$ cat src/rtl/text_lcd_write_ctrl_pkg.sv
// -----------------------------------------------------------------------------
// text_lcd_write_ctrl_pkg
// Shared definitions for the character-LCD write controller:
//   - HD44780-style command constants
//   - default bus timing values, in clock cycles
//   - FSM state encoding
//   - helpers for the init-sequence ROM and for clear/home detection
// -----------------------------------------------------------------------------
package text_lcd_write_ctrl_pkg;

    // Default timing in clock cycles
    localparam int PWRUP_CYC_DEF    = 70;
    localparam int SETUP_CYC_DEF    = 1;
    localparam int E_HIGH_CYC_DEF   = 2;
    localparam int CMD_WAIT_CYC_DEF = 30;
    localparam int CLR_WAIT_CYC_DEF = 100;

    // LCD command bytes
    localparam logic [7:0] FUNC_SET_8B2L = 8'h38;
    localparam logic [7:0] DISP_ON       = 8'h0C;
    localparam logic [7:0] ENTRY_INC     = 8'h06;
    localparam logic [7:0] CLEAR         = 8'h01;
    localparam logic [7:0] HOME          = 8'h02;
    localparam logic [7:0] HOME_ALT      = 8'h03;
    localparam logic [7:0] DDRAM_L1      = 8'h80;
    localparam logic [7:0] DDRAM_L2      = 8'hC0;

    typedef enum logic [2:0] {
        ST_PWRUP     = 3'd0,
        ST_INIT_LOAD = 3'd1,
        ST_SETUP     = 3'd2,
        ST_E_HIGH    = 3'd3,
        ST_WAIT      = 3'd4,
        ST_IDLE      = 3'd5
    } lcd_state_e;

    // Four-entry power-up command ROM
    function automatic logic [7:0] init_rom(input logic [1:0] idx);
        logic [7:0] cmd;
        case (idx)
            2'd0:    cmd = FUNC_SET_8B2L;
            2'd1:    cmd = DISP_ON;
            2'd2:    cmd = ENTRY_INC;
            2'd3:    cmd = CLEAR;
            default: cmd = CLEAR;
        endcase
        return cmd;
    endfunction

    // Clear and home commands need the long post-write wait
    function automatic logic is_long_cmd(input logic rs, input logic [7:0] data);
        return (rs == 1'b0) && ((data == CLEAR) || (data == HOME) || (data == HOME_ALT));
    endfunction

endpackage

$ cat src/rtl/text_lcd_write_ctrl_if.sv
// -----------------------------------------------------------------------------
// text_lcd_write_ctrl_if
// Write-request handshake between two display-content requesters and the LCD
// write controller. A byte transfers in a cycle where reqX_valid and
// reqX_ready are both high.
//   master modport : requester side (drives valid/rs/data, sees ready)
//   slave modport  : controller side (sees valid/rs/data, drives ready)
// -----------------------------------------------------------------------------
interface text_lcd_write_ctrl_if;
    logic       req0_valid;
    logic       req0_rs;
    logic [7:0] req0_data;
    logic       req0_ready;
    logic       req1_valid;
    logic       req1_rs;
    logic [7:0] req1_data;
    logic       req1_ready;

    modport master (
        output req0_valid, req0_rs, req0_data,
        output req1_valid, req1_rs, req1_data,
        input  req0_ready, req1_ready
    );

    modport slave (
        input  req0_valid, req0_rs, req0_data,
        input  req1_valid, req1_rs, req1_data,
        output req0_ready, req1_ready
    );
endinterface

$ cat src/rtl/text_lcd_write_ctrl_rr_arb2.sv
// -----------------------------------------------------------------------------
// lcd_rr_arb2
// Two-input round-robin arbiter. The pointer names the input with priority;
// it starts at input 0 and flips to the other input only after a grant.
//   clk, rst  : clock, asynchronous active-low reset
//   valid[1:0]: request lines
//   enable    : arbitration allowed this cycle
//   grant[1:0]: one-hot grant (all zero when disabled or no request)
// -----------------------------------------------------------------------------
module lcd_rr_arb2 (
    input  logic       clk,
    input  logic       rst,
    input  logic [1:0] valid,
    input  logic       enable,
    output logic [1:0] grant
);
    logic ptr_r;   // 0: input 0 has priority, 1: input 1 has priority

    // Grant selection from the priority pointer
    always_comb begin
        grant = 2'b00;
        if (enable) begin
            if (ptr_r == 1'b0) begin
                if (valid[0])      grant = 2'b01;
                else if (valid[1]) grant = 2'b10;
                else               grant = 2'b00;
            end else begin
                if (valid[1])      grant = 2'b10;
                else if (valid[0]) grant = 2'b01;
                else               grant = 2'b00;
            end
        end else begin
            grant = 2'b00;
        end
    end

    // Pointer moves away from whichever input was just granted
    always_ff @(posedge clk or negedge rst) begin
        if (!rst) begin
            ptr_r <= 1'b0;
        end else if (grant[0]) begin
            ptr_r <= 1'b1;
        end else if (grant[1]) begin
            ptr_r <= 1'b0;
        end else begin
            ptr_r <= ptr_r;
        end
    end
endmodule

$ cat src/rtl/text_lcd_write_ctrl.sv
// -----------------------------------------------------------------------------
// text_lcd_write_ctrl
// Owns the character-LCD bus. After reset it idles PWRUP_CYC cycles, writes
// the four-command init sequence, raises init_done, then serves byte writes
// from two requesters in round-robin order. Every write is framed as
// SETUP (RS/DATA stable, E=0) -> E_HIGH -> WAIT (E=0, long wait after
// clear/home).
//   clk        : system clock
//   rst        : asynchronous active-low reset
//   req        : two-requester write handshake (slave side)
//   init_done  : init sequence complete, held until reset
//   busy       : FSM not in IDLE
//   LCD_E/LCD_RS/LCD_RW/LCD_DATA : LCD pins (RW tied low, write only)
// -----------------------------------------------------------------------------
module text_lcd_write_ctrl
    import text_lcd_write_ctrl_pkg::*;
#(
    parameter int PWRUP_CYC    = PWRUP_CYC_DEF,
    parameter int SETUP_CYC    = SETUP_CYC_DEF,
    parameter int E_HIGH_CYC   = E_HIGH_CYC_DEF,
    parameter int CMD_WAIT_CYC = CMD_WAIT_CYC_DEF,
    parameter int CLR_WAIT_CYC = CLR_WAIT_CYC_DEF
) (
    input  logic                  clk,
    input  logic                  rst,
    text_lcd_write_ctrl_if.slave  req,
    output logic                  init_done,
    output logic                  busy,
    output logic                  LCD_E,
    output logic                  LCD_RS,
    output logic                  LCD_RW,
    output logic [7:0]            LCD_DATA
);
    // All phases share one 8-bit down-counter
    if ((PWRUP_CYC > 255) || (SETUP_CYC > 255) || (E_HIGH_CYC > 255) ||
        (CMD_WAIT_CYC > 255) || (CLR_WAIT_CYC > 255)) begin : g_cfg_range
        $error("text_lcd_write_ctrl: timing parameter exceeds 8-bit counter range");
    end
    // The last power-up / inter-command wait cycle is spent in INIT_LOAD
    if ((PWRUP_CYC < 2) || (SETUP_CYC < 1) || (E_HIGH_CYC < 1) ||
        (CMD_WAIT_CYC < 2) || (CLR_WAIT_CYC < 2)) begin : g_cfg_min
        $error("text_lcd_write_ctrl: timing parameter below minimum");
    end

    // Counter load values: a phase of D cycles loads D-1; during init the
    // INIT_LOAD cycle counts as the final cycle of the preceding idle time.
    localparam logic [7:0] PWRUP_LD    = 8'(PWRUP_CYC - 2);
    localparam logic [7:0] SETUP_LD    = 8'(SETUP_CYC - 1);
    localparam logic [7:0] E_HIGH_LD   = 8'(E_HIGH_CYC - 1);
    localparam logic [7:0] CMD_LD      = 8'(CMD_WAIT_CYC - 1);
    localparam logic [7:0] CMD_LD_INIT = 8'(CMD_WAIT_CYC - 2);
    localparam logic [7:0] CLR_LD      = 8'(CLR_WAIT_CYC - 1);
    localparam logic [7:0] CLR_LD_INIT = 8'(CLR_WAIT_CYC - 2);

    lcd_state_e state_r, state_nxt;
    logic [7:0] cnt_r, cnt_nxt;
    logic [1:0] init_idx_r, init_idx_nxt;
    logic       init_done_r, init_done_nxt;
    logic       rs_r, rs_nxt;
    logic [7:0] data_r, data_nxt;
    logic       lcd_e_r;
    logic       busy_r;

    logic       arb_en_s;
    logic [1:0] grant_s;
    logic       cnt_zero_s;
    logic       more_init_s;
    logic [7:0] wait_ld_s;

    assign arb_en_s    = (state_r == ST_IDLE) && init_done_r;
    assign cnt_zero_s  = (cnt_r == 8'd0);
    assign more_init_s = !init_done_r && (init_idx_r != 2'd3);

    lcd_rr_arb2 u_arb (
        .clk    (clk),
        .rst    (rst),
        .valid  ({req.req1_valid, req.req0_valid}),
        .enable (arb_en_s),
        .grant  (grant_s)
    );

    // Ready is the grant itself so a requester dropping valid never transfers
    assign req.req0_ready = grant_s[0];
    assign req.req1_ready = grant_s[1];

    // Wait length for the byte currently on the bus
    always_comb begin
        wait_ld_s = CMD_LD;
        if (is_long_cmd(rs_r, data_r)) begin
            wait_ld_s = more_init_s ? CLR_LD_INIT : CLR_LD;
        end else begin
            wait_ld_s = more_init_s ? CMD_LD_INIT : CMD_LD;
        end
    end

    // Next-state, counter and bus-latch logic
    always_comb begin
        state_nxt     = state_r;
        cnt_nxt       = cnt_r;
        init_idx_nxt  = init_idx_r;
        init_done_nxt = init_done_r;
        rs_nxt        = rs_r;
        data_nxt      = data_r;
        case (state_r)
            ST_PWRUP: begin
                if (cnt_zero_s) begin
                    state_nxt = ST_INIT_LOAD;
                    cnt_nxt   = 8'd0;
                end else begin
                    cnt_nxt   = cnt_r - 8'd1;
                end
            end
            ST_INIT_LOAD: begin
                state_nxt = ST_SETUP;
                cnt_nxt   = SETUP_LD;
                rs_nxt    = 1'b0;
                data_nxt  = init_rom(init_idx_r);
            end
            ST_SETUP: begin
                if (cnt_zero_s) begin
                    state_nxt = ST_E_HIGH;
                    cnt_nxt   = E_HIGH_LD;
                end else begin
                    cnt_nxt   = cnt_r - 8'd1;
                end
            end
            ST_E_HIGH: begin
                if (cnt_zero_s) begin
                    state_nxt = ST_WAIT;
                    cnt_nxt   = wait_ld_s;
                end else begin
                    cnt_nxt   = cnt_r - 8'd1;
                end
            end
            ST_WAIT: begin
                if (!cnt_zero_s) begin
                    cnt_nxt = cnt_r - 8'd1;
                end else if (more_init_s) begin
                    state_nxt    = ST_INIT_LOAD;
                    init_idx_nxt = init_idx_r + 2'd1;
                end else begin
                    state_nxt     = ST_IDLE;
                    init_done_nxt = 1'b1;
                end
            end
            ST_IDLE: begin
                if (grant_s[0]) begin
                    state_nxt = ST_SETUP;
                    cnt_nxt   = SETUP_LD;
                    rs_nxt    = req.req0_rs;
                    data_nxt  = req.req0_data;
                end else if (grant_s[1]) begin
                    state_nxt = ST_SETUP;
                    cnt_nxt   = SETUP_LD;
                    rs_nxt    = req.req1_rs;
                    data_nxt  = req.req1_data;
                end else begin
                    state_nxt = ST_IDLE;
                end
            end
            default: begin
                state_nxt     = ST_PWRUP;
                cnt_nxt       = PWRUP_LD;
                init_idx_nxt  = 2'd0;
                init_done_nxt = 1'b0;
            end
        endcase
    end

    // State, counter and registered pin drivers
    always_ff @(posedge clk or negedge rst) begin
        if (!rst) begin
            state_r     <= ST_PWRUP;
            cnt_r       <= PWRUP_LD;
            init_idx_r  <= 2'd0;
            init_done_r <= 1'b0;
            rs_r        <= 1'b0;
            data_r      <= 8'h00;
            lcd_e_r     <= 1'b0;
            busy_r      <= 1'b1;
        end else begin
            state_r     <= state_nxt;
            cnt_r       <= cnt_nxt;
            init_idx_r  <= init_idx_nxt;
            init_done_r <= init_done_nxt;
            rs_r        <= rs_nxt;
            data_r      <= data_nxt;
            lcd_e_r     <= (state_nxt == ST_E_HIGH);
            busy_r      <= (state_nxt != ST_IDLE);
        end
    end

    assign init_done = init_done_r;
    assign busy      = busy_r;
    assign LCD_E     = lcd_e_r;
    assign LCD_RS    = rs_r;
    assign LCD_RW    = 1'b0;
    assign LCD_DATA  = data_r;
endmodule
$ cat src/flat_wrapper.sv
// flat-port wrapper written by rule: the top's interface ports become plain ports
module text_lcd_write_ctrl_flat import text_lcd_write_ctrl_pkg::*;
#(
    parameter int PWRUP_CYC    = PWRUP_CYC_DEF,
    parameter int SETUP_CYC    = SETUP_CYC_DEF,
    parameter int E_HIGH_CYC   = E_HIGH_CYC_DEF,
    parameter int CMD_WAIT_CYC = CMD_WAIT_CYC_DEF,
    parameter int CLR_WAIT_CYC = CLR_WAIT_CYC_DEF
)
  (clk, rst, init_done, busy, LCD_E, LCD_RS, LCD_RW, LCD_DATA, req_req0_valid, req_req0_rs, req_req0_data, req_req1_valid, req_req1_rs, req_req1_data, req_req0_ready, req_req1_ready);
  text_lcd_write_ctrl_if req_i ();
  input  logic clk;
  input  logic rst;
  output logic init_done;
  output logic busy;
  output logic LCD_E;
  output logic LCD_RS;
  output logic LCD_RW;
  output logic [7:0] LCD_DATA;
  input wire logic [$bits(req_i.req0_valid)-1:0] req_req0_valid;
  input wire logic [$bits(req_i.req0_rs)-1:0] req_req0_rs;
  input wire logic [$bits(req_i.req0_data)-1:0] req_req0_data;
  input wire logic [$bits(req_i.req1_valid)-1:0] req_req1_valid;
  input wire logic [$bits(req_i.req1_rs)-1:0] req_req1_rs;
  input wire logic [$bits(req_i.req1_data)-1:0] req_req1_data;
  output wire logic [$bits(req_i.req0_ready)-1:0] req_req0_ready;
  output wire logic [$bits(req_i.req1_ready)-1:0] req_req1_ready;
  assign req_i.req0_valid = req_req0_valid;
  assign req_i.req0_rs = req_req0_rs;
  assign req_i.req0_data = req_req0_data;
  assign req_i.req1_valid = req_req1_valid;
  assign req_i.req1_rs = req_req1_rs;
  assign req_i.req1_data = req_req1_data;
  assign req_req0_ready = req_i.req0_ready;
  assign req_req1_ready = req_i.req1_ready;
  text_lcd_write_ctrl #(.PWRUP_CYC(PWRUP_CYC), .SETUP_CYC(SETUP_CYC), .E_HIGH_CYC(E_HIGH_CYC), .CMD_WAIT_CYC(CMD_WAIT_CYC), .CLR_WAIT_CYC(CLR_WAIT_CYC)) u_core (.clk(clk), .rst(rst), .req(req_i), .init_done(init_done), .busy(busy), .LCD_E(LCD_E), .LCD_RS(LCD_RS), .LCD_RW(LCD_RW), .LCD_DATA(LCD_DATA));
endmodule
$ cat config.mk
export PLATFORM = sky130hd
export DESIGN_NAME = text_lcd_write_ctrl_flat
export DESIGN_NICKNAME = d
export VERILOG_FILES = /design/src/rtl/text_lcd_write_ctrl_pkg.sv /design/src/rtl/text_lcd_write_ctrl_if.sv /design/src/rtl/text_lcd_write_ctrl_rr_arb2.sv /design/src/rtl/text_lcd_write_ctrl.sv /design/src/flat_wrapper.sv
export SDC_FILE = /design/constraint.sdc
export NUM_CORES = 1
export LEC_CHECK = 0
export ABC_CLOCK_PERIOD_IN_PS = 1800
export CAP_MARGIN = 20
export CORE_ASPECT_RATIO = 1.2
export CORE_MARGIN = 2
export CORE_UTILIZATION = 50
export CTS_BUF_LIST = sky130_fd_sc_hd__clkbuf_4 sky130_fd_sc_hd__clkbuf_8
export DETAILED_ROUTE_END_ITERATION = 10
export PLACE_DENSITY_LB_ADDON = 0.2
export SLEW_MARGIN = 10
export SYNTH_ARGS = -nofsm -noshare
export SYNTH_HDL_FRONTEND = slang
export SYNTH_SLANG_ARGS = --single-unit
$ cat constraint.sdc
create_clock -name clk -period 1.8 [get_ports clk]
set_input_delay 0.45 -clock clk [delete_from_list [all_inputs] [get_ports clk]]
set_output_delay 0.45 -clock clk [all_outputs]
set_load 0.005 [all_outputs]
* After elaboration in Yosys (flattened, before gate mapping) *
Cells that the tools add are included.

word-level totals
  bits in registers = 26
  bits of input ports = 22
  output and inout bits = 15
  logic and storage cells = 87

operators by class
  add/sub/neg operators = 2
  equality and inequality tests = 19
  multiplexer cells = 39
  bitwise logic cells = 2
  reductions and logical operators = 16

operators with widths
  kind                   number
  $mux W8                9
  $pmux W8 S6            1
  $pmux W8 S4            1
  $mux W3                7
  $pmux W3 S6            1
  $eq A8 B2 Y1 const B   2
  $pmux W8 S2            1
  $mux W2                7
  $eq A3 B2 Y1 const B   3
  $mux W1                9
  $eq A8 B1 Y1 const B   1
  $logic_not A8 Y1       1
  $sub A8 B1 Y8 const B  1
  $eq A3 B3 Y1 const B   2
  $ne A2 B2 Y1 const B   3
  $reduce_and A3 Y1      2
  $reduce_or A5 Y1       1
  $eq A2 B2 Y1 const B   2
  $ne A2 B1 Y1 const B   2
  $pmux W1 S2            2
  $pmux W2 S2            1
  $reduce_and A2 Y1      2
  $reduce_bool A2 Y1     2
  $eq A3 B1 Y1 const B   1
  10 further kinds       14

* Depth between registers and ports, before layout *
  depth in word-level cells = 8
  mapped depth = 7

* Modules after synthesis *
Synthesis repeated with hierarchy kept, for this count alone.

unflattened totals
  cells, all modules = 182
  area, all modules = 1691.6 µm²

modules (own cells, without submodules)
  module               times used  cells each  area each (µm²)  sequential area each (µm²)
  text_lcd_write_ctrl  1           174         1630.3           629.4
  lcd_rr_arb2          1           8           61.3             25.0

* Least setup slack after synthesis *
No wires, ideal clock.

  path type = register to register
  start = register u_core.cnt_r[0]
  end = register u_core.cnt_r[5]
  setup time = 0.122 ns
  arrival time = 1.553 ns
  setup slack = 0.126 ns
  stages on the path, launching flop included = 7
  buffers on the path = 0
  period minus slack after synthesis = 1.674 ns
  path through = dfrtp_1 -> inv_1 -> ha_1 -> nand4b_4 -> o21ai_1 -> o21ai_0 -> a32o_1

on the way
  word-level cells in the longest chain between the ends = 3
  elaborated cells on any way between the ends = 9

ends and longest elaborated chain
  item                                               RTL line                    RTL
  start: declaration                                 text_lcd_write_ctrl.sv:56   logic [7:0] cnt_r, cnt_nxt;
  start signal: assignment                           text_lcd_write_ctrl.sv:183  cnt_r <= cnt_nxt;
  $sub A8 B1 Y8 or $logic_not A8 Y1 (tied branches)  -
  $mux W8, or another cell as far along              text_lcd_write_ctrl.sv:136  if (!cnt_zero_s) begin
  $pmux W8 S6 or $reduce_and A2 Y1 (tied branches)   -

Parallel ways exist; a longest one is shown, timed or not. The select of a mux whose other input is x is not followed.
A chain may end at the register's enable or synchronous reset.

* Worst setup path after layout *
  start = register u_core.init_done_r (netlist: u_core.init_done)
  end = output port req_req1_ready

on the way
  word-level cells in the longest chain between the ends = 2

ends and longest elaborated chain
  item                      RTL line                           RTL
  start: declaration        text_lcd_write_ctrl.sv:58          logic init_done_r, init_done_nxt;
  start signal: assignment  text_lcd_write_ctrl.sv:185         init_done_r <= init_done_nxt;
  $logic_and A1 B1 Y1       text_lcd_write_ctrl.sv:70          assign arb_en_s = (state_r == ST_IDLE) && init_done_r;
  $mux W2                   text_lcd_write_ctrl_rr_arb2.sv:22  if (enable) begin
  end: declaration          flat_wrapper.sv:27                 output wire logic [$bits(req_i.req1_ready)-1:0] req_req1_ready;

Every way passes these cells.

==> results.tsv <==
metric	value	unit
overall routing resource usage	0.243	
number of synthesized register bits	26	
Post-Synth XOR/XNOR Area	0.00536	
Yosys top cell area share	0.352	
antenna viol nets, final	0	
DR vias/cell	5.73	
antenna cells	0	
port bufs	35	
htree depth	1	
via count	1588	
CP Class	reg -> out	
Cell variety after synth	46	
Core Box Area	0.00308	sq mm
Non-Filler Instances	277	
post-synthesis mux area share	0.0551	
total power	957	uW
num ports	37	
TritonCTS clock tree	built	
Area Growth Syn to Fin	45.2	%
hpwl dp	3.19	mm
P per Cell Area	403	mW/mm^2
clock root buffer	clkbuf_4	
# rows	22	
Post-Route WL	4.44	mm
GR peak layer	met2	
met3 usage	0.0291	
fmax	0.562	GHz
R2R setup slack	0.10	ns
commonest non-fill, non-tap cell in the layout	buf_4	
P_leak	1.15	nW
period utilisation layout	0.989	
die height	66.6	um
crit path DAT	1.33	ns
fin. max-slew vios	0	
syn nets	205	
CP bufs+invs	3	
max-cap violations	0	
sequential area share after synthesis	0.400	
cts bufs inserted	3	
First DRT Iteration DRCs	80	
clk slew on worst S/H paths	0.14	ns
Initial DRT Pass Iterations	5	
vias in the first global route	1602	
Starting Density	0.530	
compound-gate portion of the synthesized area	0.266	
Post-Syn Area	0.00163	sq mm
Worst Hold Class	in -> async	
adder-cell share of the synthesized area	0.0536	
syn_area_per_cell	9.28	sq um
# DRC	0	
grt total ovfl	0	
final critical-path setup slack	0.0200	ns
share of cells above drive strength 1	0.270	
pin count of the biggest net entering global routing	27	
Post-synth top flop	dfrtp_1	
largest family of logic cells by synthesized area	compound AO/OA/AOI/OAI gates	
asr flop ratio synth	1.00	
Die Wd	56.2	um
Multi-input gate area	986	sq um
Fillers	212	
max incr delay on CP	0.40	ns
TritonCTS Sinks	26	
met2 usage	0.440	
Worst Clk Skew	0.00890	ns
GP Congestion	0.902	
Place WS	-0.420	ns
Reg2Reg Capture Point	u_core.cnt_r[6]	
post-synthesis instance total	176	
WL per Instance	16.0	um
Synth area leader	dfrtp_1	
crit-path cells	buf_4 -> o211ai_1 -> buf_4 -> nor2_4 -> clkbuf_2	
CP dominant cell by count	buf_4	
YS warnings	0	
CP startpoint kind	flop	
Final TNS setup	0	ns
Critical Path RT	1.35	ns
DIE AREA	0.00374	sq mm
commonest non-fill, non-tap cells in the layout	buf_4, clkdlybuf4s50_1, dfrtp_1	
Slowest cell on crit path	dfrtp_1	
Area contributors post-synth	dfrtp_1, mux2i_1, ha_1, dfstp_2, o21ai_0	
final setup fails	0	
crit path time final	1.78	ns
initial antenna violation count	0	
status	completed	
r2r worst-path depth	5	
Skew-Pair Late Insertion Delay	0.33	ns
number of synthesized flops with an enable pin	0	
Crit. End Element	output port	
Placed Cells	265	
first-pass GRT wire length	7.18	mm
Peak VDD IR	0.555	mV
met1 Track Usage GR	0.299	
Final Hold Viols	0	
post-synthesis simple-gate area fraction	0.170	
Worst path top cell family by delay	buffers and inverters	
Hold WS	0.467	ns
Max Buffers Root-to-Sink	2	
register area	656	sq um
nets	271	
critical path fanouts, max	2	
Worst R2R Start	u_core.cnt_r[4]	
## layer usage
metal,routed length [um],vias to the layer above
li1,-,784
met1,1930,750
met2,2290,48
met3,184,6
met4,44,0
met5,0,-
## cells in the mapped netlist (3+ instances only)
| cell | number |
|---|---|
| o22ai_1 | 4 |
| o21ai_0 | 11 |
| nor3_1 | 5 |
| a31oi_1 | 5 |
| dfstp_2 | 3 |
| nand2_1 | 12 |
| o31ai_1 | 4 |
| a21o_1 | 7 |
| a21oi_1 | 9 |
| mux2i_1 | 9 |
| o2bb2ai_1 | 3 |
| inv_1 | 8 |
| dfrtp_1 | 23 |
| nand3_1 | 4 |
| buf_2 | 5 |
| nand2b_1 | 3 |
| a211oi_1 | 6 |
| o211ai_1 | 4 |
| nor2_1 | 14 |
| ha_1 | 7 |
## worst max-delay path by stage
stage                           from         endpoint  slack (ns)  cells past startpoint
floorplan            u_core.cnt_r[0]  u_core.cnt_r[5]        0.13                      6
global placement      req_req0_valid   req_req1_ready       -0.35                      5
detailed placement    req_req0_valid   req_req1_ready       -0.42                      5
CTS                 u_core.init_done        init_done       0.007                      2
global route        u_core.init_done   req_req1_ready       -0.05                      5
finish              u_core.init_done   req_req1_ready        0.02                      5
## registers in the layout, summed over array words and instances, names as in the netlist
register,cells
u_core.u_arb.ptr_r,1
u_core.cnt_r,8
u_core.busy,1
u_core.LCD_E,1
u_core.state_r,3
u_core.init_done,1
u_core.LCD_DATA,8
u_core.LCD_RS,1
u_core.init_idx_r,2
## through the flow
| step | area [sq um] | utilization |
|---|---|---|
| after floorplan | 1630 | - |
| after global placement | 2200 | 0.713 |
| after detailed placement | 2200 | 0.713 |
| after CTS | 2280 | 0.740 |
| after global routing | 2370 | 0.769 |
| final | 2370 | 0.769 |
## cell type report
| cell class | instances | area share |
|---|---|---|
| flip-flops and latches | 26 | 0.276 |
| clock buffers | 4 | 0.0153 |
| repair buffers | 70 | 0.261 |
| multi-input cells | 133 | 0.416 |
| well taps | 36 | 0.0190 |
| inverters | 8 | 0.0127 |
## cells by family after synthesis
| group | Yosys count |
|---|---|
| AO/OA/AOI/OAI | 64 |
| XOR/XNOR | 1 |
| adder cells (fa/ha/maj) | 7 |
| multiplexers | 9 |
| AND/OR/NAND/NOR | 51 |
| flip-flops | 26 |
| other | 1 |
| buffers and inverters | 17 |
## where the power goes
group	switching, mW	internal (mW)
registers	0	0.585
clock network	0.174	0.124
logic	0.0264	0.0479
## timing repair
item,in CTS,in global routing
setup buffers,5,3
endpoints found under the hold margin,0,0
gates resized for setup,11,21
hold buffers,0,0
pin swaps,3,2
endpoints found under the setup margin,5,14
No activity file was read; power rests on OpenSTA's default activity.
